==> config.mk <==
export PLATFORM = sky130hd
export DESIGN_NAME = hazard_ctrl_flat
export DESIGN_NICKNAME = d
export VERILOG_FILES = /design/src/rtl/hazard_ctrl.sv /design/src/rtl/hazard_ctrl_if.sv /design/src/flat_wrapper.sv
export SDC_FILE = /design/constraint.sdc
export NUM_CORES = 1
export LEC_CHECK = 0
export BUFFER_PORTS_ARGS = -buffer_cell sky130_fd_sc_hd__buf_2
export CORE_ASPECT_RATIO = 0.9
export CORE_MARGIN = 2
export CORE_UTILIZATION = 40
export CTS_CLUSTER_DIAMETER = 150
export DETAILED_ROUTE_END_ITERATION = 8
export SLEW_MARGIN = 10
export SYNTH_ARGS = -nofsm -noshare
export SYNTH_HDL_FRONTEND = slang
export SYNTH_SLANG_ARGS = --single-unit
==> constraint.sdc <==
create_clock -name clk -period 7 [get_ports clk]
set_input_delay 1.75 -clock clk [delete_from_list [all_inputs] [get_ports clk]]
set_output_delay 1.75 -clock clk [all_outputs]
set_load 0.01 [all_outputs]
==> src/rtl/hazard_ctrl.sv <==
// Five-stage pipeline hazard controller: forwarding selects, load-use stalls and stall counting.
// Define HAZARD_FWD_EN to enable forwarding; otherwise every RAW dependency stalls.
package CorePack;
   typedef enum logic [1:0] {
      FWD_NO  = 2'd0,
      FWD_EXE = 2'd1,
      FWD_MEM = 2'd2,
      FWD_WB  = 2'd3
   } fwd_sel_enum;
endpackage

module hazard_ctrl #(
   parameter int REG_W = 5,
   parameter int CNT_W = 32
) (
   input  logic         clk,
   input  logic         rst,
   hazard_ctrl_if.slave bus
);
   import CorePack::*;

   typedef struct packed {
      logic             v;
      logic [REG_W-1:0] rd;
      logic             we;
      logic             ld;
   } shadow_t;

   // Index 0 = EXE, 1 = MEM, 2 = WB; the order is also the match priority.
   shadow_t          stg [3];
   logic [CNT_W-1:0] cnt_q;

   logic       haz_rs1, haz_rs2, hazard;
   logic [1:0] sel_rs1, sel_rs2;

   // Stage index i maps onto select encoding i+1 (EXE, MEM, WB); only EXE/MEM loads block.
   function automatic logic [2:0] resolve(input logic used, input logic [REG_W-1:0] src,
                                          input shadow_t st [3]);
      logic       found;
      logic       haz;
      logic [1:0] sel;
      found = 1'b0;
      haz   = 1'b0;
      sel   = FWD_NO;
      for (int i = 0; i < 3; i++) begin
         if (!found && used && st[i].v && st[i].we && (st[i].rd == src) && (src != '0)) begin
            found = 1'b1;
            sel   = 2'(i + 1);
            haz   = st[i].ld && (i < 2);
         end
      end
`ifndef HAZARD_FWD_EN
      haz = found;
      sel = FWD_NO;
`endif
      return {haz, sel};
   endfunction

   always_comb begin
      {haz_rs1, sel_rs1} = resolve(bus.id_valid & bus.id_rs1_used, bus.id_rs1, stg);
      {haz_rs2, sel_rs2} = resolve(bus.id_valid & bus.id_rs2_used, bus.id_rs2, stg);
   end

   assign hazard          = haz_rs1 | haz_rs2;
   assign bus.fwd_sel_rs1 = sel_rs1;
   assign bus.fwd_sel_rs2 = sel_rs2;
   assign bus.stall_id    = hazard & ~bus.flush;
   assign bus.stall_if    = hazard & ~bus.flush;
   assign bus.bubble_exe  = (hazard | bus.flush) & ~bus.mem_stall;
   assign bus.stall_cnt   = cnt_q;

   // A bubble replaces the ID instruction with an invalid entry; mem_stall freezes everything.
   always_ff @(posedge clk) begin
      if (rst) begin
         stg[0] <= '0;
         stg[1] <= '0;
         stg[2] <= '0;
      end else if (!bus.mem_stall) begin
         if (bus.bubble_exe)
            stg[0] <= '0;
         else
            stg[0] <= {bus.id_valid, bus.id_rd, bus.id_we, bus.id_is_load};
         stg[1] <= stg[0];
         stg[2] <= stg[1];
      end
   end

   always_ff @(posedge clk) begin
      if (rst)
         cnt_q <= '0;
      else if (bus.stall_id && !bus.mem_stall && (cnt_q != '1))
         cnt_q <= cnt_q + CNT_W'(1);
   end
endmodule

==> src/rtl/hazard_ctrl_if.sv <==
// Handshake bundle between the ID stage and the hazard controller.
// The pipeline side uses the master modport and the controller uses the slave modport.
interface hazard_ctrl_if #(
   parameter int REG_W = 5,
   parameter int CNT_W = 32
);
   logic             id_valid;
   logic [REG_W-1:0] id_rs1;
   logic [REG_W-1:0] id_rs2;
   logic             id_rs1_used;
   logic             id_rs2_used;
   logic [REG_W-1:0] id_rd;
   logic             id_we;
   logic             id_is_load;
   logic             mem_stall;
   logic             flush;
   logic [1:0]       fwd_sel_rs1;
   logic [1:0]       fwd_sel_rs2;
   logic             stall_if;
   logic             stall_id;
   logic             bubble_exe;
   logic [CNT_W-1:0] stall_cnt;

   modport master (
      output id_valid, id_rs1, id_rs2, id_rs1_used, id_rs2_used,
             id_rd, id_we, id_is_load, mem_stall, flush,
      input  fwd_sel_rs1, fwd_sel_rs2, stall_if, stall_id, bubble_exe, stall_cnt
   );

   modport slave (
      input  id_valid, id_rs1, id_rs2, id_rs1_used, id_rs2_used,
             id_rd, id_we, id_is_load, mem_stall, flush,
      output fwd_sel_rs1, fwd_sel_rs2, stall_if, stall_id, bubble_exe, stall_cnt
   );
endinterface

==> src/flat_wrapper.sv <==
// flat-port wrapper written by rule: the top's interface ports become plain ports
module hazard_ctrl_flat import CorePack::*;
#(
   parameter int REG_W = 5,
   parameter int CNT_W = 32
)
  (clk, rst, bus_id_valid, bus_id_rs1, bus_id_rs2, bus_id_rs1_used, bus_id_rs2_used, bus_id_rd, bus_id_we, bus_id_is_load, bus_mem_stall, bus_flush, bus_fwd_sel_rs1, bus_fwd_sel_rs2, bus_stall_if, bus_stall_id, bus_bubble_exe, bus_stall_cnt);
  hazard_ctrl_if #(.REG_W(REG_W), .CNT_W(CNT_W)) bus_i ();
  input  logic clk;
  input  logic rst;
  input wire logic [$bits(bus_i.id_valid)-1:0] bus_id_valid;
  input wire logic [$bits(bus_i.id_rs1)-1:0] bus_id_rs1;
  input wire logic [$bits(bus_i.id_rs2)-1:0] bus_id_rs2;
  input wire logic [$bits(bus_i.id_rs1_used)-1:0] bus_id_rs1_used;
  input wire logic [$bits(bus_i.id_rs2_used)-1:0] bus_id_rs2_used;
  input wire logic [$bits(bus_i.id_rd)-1:0] bus_id_rd;
  input wire logic [$bits(bus_i.id_we)-1:0] bus_id_we;
  input wire logic [$bits(bus_i.id_is_load)-1:0] bus_id_is_load;
  input wire logic [$bits(bus_i.mem_stall)-1:0] bus_mem_stall;
  input wire logic [$bits(bus_i.flush)-1:0] bus_flush;
  output wire logic [$bits(bus_i.fwd_sel_rs1)-1:0] bus_fwd_sel_rs1;
  output wire logic [$bits(bus_i.fwd_sel_rs2)-1:0] bus_fwd_sel_rs2;
  output wire logic [$bits(bus_i.stall_if)-1:0] bus_stall_if;
  output wire logic [$bits(bus_i.stall_id)-1:0] bus_stall_id;
  output wire logic [$bits(bus_i.bubble_exe)-1:0] bus_bubble_exe;
  output wire logic [$bits(bus_i.stall_cnt)-1:0] bus_stall_cnt;
  assign bus_i.id_valid = bus_id_valid;
  assign bus_i.id_rs1 = bus_id_rs1;
  assign bus_i.id_rs2 = bus_id_rs2;
  assign bus_i.id_rs1_used = bus_id_rs1_used;
  assign bus_i.id_rs2_used = bus_id_rs2_used;
  assign bus_i.id_rd = bus_id_rd;
  assign bus_i.id_we = bus_id_we;
  assign bus_i.id_is_load = bus_id_is_load;
  assign bus_i.mem_stall = bus_mem_stall;
  assign bus_i.flush = bus_flush;
  assign bus_fwd_sel_rs1 = bus_i.fwd_sel_rs1;
  assign bus_fwd_sel_rs2 = bus_i.fwd_sel_rs2;
  assign bus_stall_if = bus_i.stall_if;
  assign bus_stall_id = bus_i.stall_id;
  assign bus_bubble_exe = bus_i.bubble_exe;
  assign bus_stall_cnt = bus_i.stall_cnt;
  hazard_ctrl #(.REG_W(REG_W), .CNT_W(CNT_W)) u_core (.clk(clk), .rst(rst), .bus(bus_i));
endmodule
==> out/summary.txt <==
# diodes: 0
CTS sink count: 53
PwrDens: 158 nW/um2
Die X: 94.3 um
CTS buffer count: 5
Slowest stage delay, CP: 0.42 ns
Max Fclk: 199 MHz
Leakage Power: 1.38 nW
Synth Cell Area: 2940 um2
EDFF count, synth: 0
# Max-Cap Violations: 0
Final WL: 6520 um
Top post-synthesis cells by area: dfxtp_1 (36%), mux2i_1 (7.5%), xor2_1 (7.2%)
# IOs: 63
Post-CTS Setup Inserts: 0
Num rows: 29
Drt first pass iters: 4
Crit path max fanout: 4
Max H-tree Level: 2
Fin crit period: 5.01 ns
Worst-margin pin slew: 0.745 ns
Area delta synth->final: 13.2%
Largest net degree at the start of global routing: 62
Buffers on Ports: 57
Worst vdd ir: 0.0701 mV
Number of synthesized register bits: 53
Worst-path cell chain: buf_2, xor2_1, nor4_1, nand4_1, a31oi_2, nor3_1, nor2_1, buf_2
Clk_lat worst skew: 0.30 ns
Post-synth top area cell: dfxtp_1
Synth Flop Type: dfxtp_1
Buffer depth of the longest clock path: 2
Final critical-path share of the clock period: 0.716
Startpoint Class: input pin
Final ANT Viol Nets: 0
CTS Hold Bufs: 0
DRC viols: 0
Fin. max-slew vios: 0
Iter 0 DRT Violations: 177
Final Skew: 0.00840 ns
Initial antenna violation count: 0
Synthesis Warnings: 0
Most frequent cell after synthesis: dfxtp_1
Synth cell count leaders: dfxtp_1 (53), nor2_1 (46), xor2_1 (24)
CP Class: in2out
DP HPWL: 4620 um
Initial Util: 0.415
Root Buffer: clkbuf_8
DIE HEIGHT: 85.3 um
Yosys cell types: 41
Classification of the worst-slack hold path: reg2reg
Setup_tns: 0 ns
Vias/cell: 5.26
CP top delay family: simple AND/OR/NAND/NOR gates
GP Congestion: 0.829
Syn Area/Cell: 8.56 um2
Top cell type's share of synthesized area: 0.361
Status: finished, final reports clean
Tot Pwr: 0.526 mW
CTS tree: done
Async SR Flop Fraction: 0
Die Footprint: 8040 um2
RSZ-0062 raised after global routing: false
Count of final hold-check violations: 0
Final setup violation count: 0
Worst Path Arrival: 3.26 ns
Drt wl/cell: 13.6 um
Sequential area share after synthesis: 0.361
Vias in the first global route: 2311
Layout cells sized above 1: 0.216
Critical path endpoint category: primary output
Buf+Inv Stages, Crit Path: 2
Grt ovf: 0
CP Data Required Time: 5.25 ns
Cells after Synth: 343
CTS clk-pin slew, worst paths: 0.09 ns
First-pass GRT wire length: 11100 um
NumNets Final: 413
GR Util All Layers: 0.172
Post-CTS resize count: 0
Most used cell, CP: buf_2
CORE AREA: 7080 um2
Critical path's slowest cell: nor4_1
Total number of vias: 2529
Relative slew slack: 0.504
-- metal layers --
metal,up-vias,share of wire,track usage,routed length [um]
met2,64,0.43,0.251,2780
li1,1308,-,-,-
met4,0,0.011,0.0487,70
met1,1151,0.52,0.258,3360
met5,-,0,0,0
met3,6,0.048,0.0329,313
-- registers in the layout, indices dropped and copies added (netlist names) --
| signal | count |
|---|---|
| u_core.bus.stall_cnt | 32 |
| u_core.stg | 21 |
-- stage by stage --
step / setup WS, ns / hold slack [ns] / utilization / cells / cell area, um2
finish: 1.99 / 0.497 / 0.470 / 481 / 3320
global placement: 2.05 / 0.484 / 0.457 / 474 / 3240
CTS: 2.02 / 0.504 / 0.470 / 481 / 3320
global route: 1.93 / 0.540 / 0.470 / 481 / 3320
detailed placement: 2.03 / 0.488 / 0.457 / 474 / 3240
floorplan: 2.31 / 0.486 / - / 346 / 2950
-- logic make-up after synthesis --
logic type	Yosys count	share of synthesized area
AO/OA/AOI/OAI	42	0.0895
XOR/XNOR	30	0.0895
adder cells (fa/ha/maj)	1	0.00426
buffers and inverters	28	0.0486
flip-flops	53	0.361
multiplexers	35	0.125
other	1	0.00128
AND/OR/NAND/NOR	153	0.281
-- final timing paths --
check	from	endpoint	slack, ns	depth (start not counted)
max	bus_id_rs2[2]	bus_bubble_exe	1.99	8
min	u_core.bus.stall_cnt[26]	u_core.bus.stall_cnt[26]	0.50	2
max reg2reg	u_core.bus.stall_cnt[0]	u_core.bus.stall_cnt[21]	4.11	7
min reg2reg	u_core.bus.stall_cnt[26]	u_core.bus.stall_cnt[26]	0.50	2
-- layout make-up --
type | count | area, um2
fill | 697 | 3750
inverter | 4 | 15.0
timing repair buffer | 59 | 300
clock buffer | 7 | 86.3
tap | 93 | 116
multi-input combinational | 265 | 1740
sequential | 53 | 1060
-- report_power, final --
group          switching [mW]  internal [mW]
combinational          0.0243         0.0184
clock                  0.0944         0.0787
sequential            0.00527          0.305
total                   0.124          0.402
-- worst min-delay path, delay by kind of cell (launching register included) --
kind,cells,cell delay [ns]
flip-flops,1,0.33
AO/OA/AOI/OAI,2,0.13
-- cell usage in the layout (no fill, tap or decap), types with 3 or more instances in the layout --
master	netlist	layout
xor2_1	24	24
o31ai_1	4	4
a21oi_1	17	17
nor3_1	6	6
nand2_1	13	13
clkbuf_8	0	6
nand4_1	19	19
o21ai_0	12	12
conb_1	1	4
xnor2_1	6	6
nor4_1	15	15
inv_1	4	4
and3_1	5	5
nand3_1	8	8
nor2b_1	11	11
or4_1	6	6
buf_2	3	57
dfxtp_1	53	53
nand2b_1	3	3
or3_1	14	14
mux2i_1	22	22
nor2_1	46	46
mux2_2	12	12
Note: power is estimated with default switching activity, not from simulation.
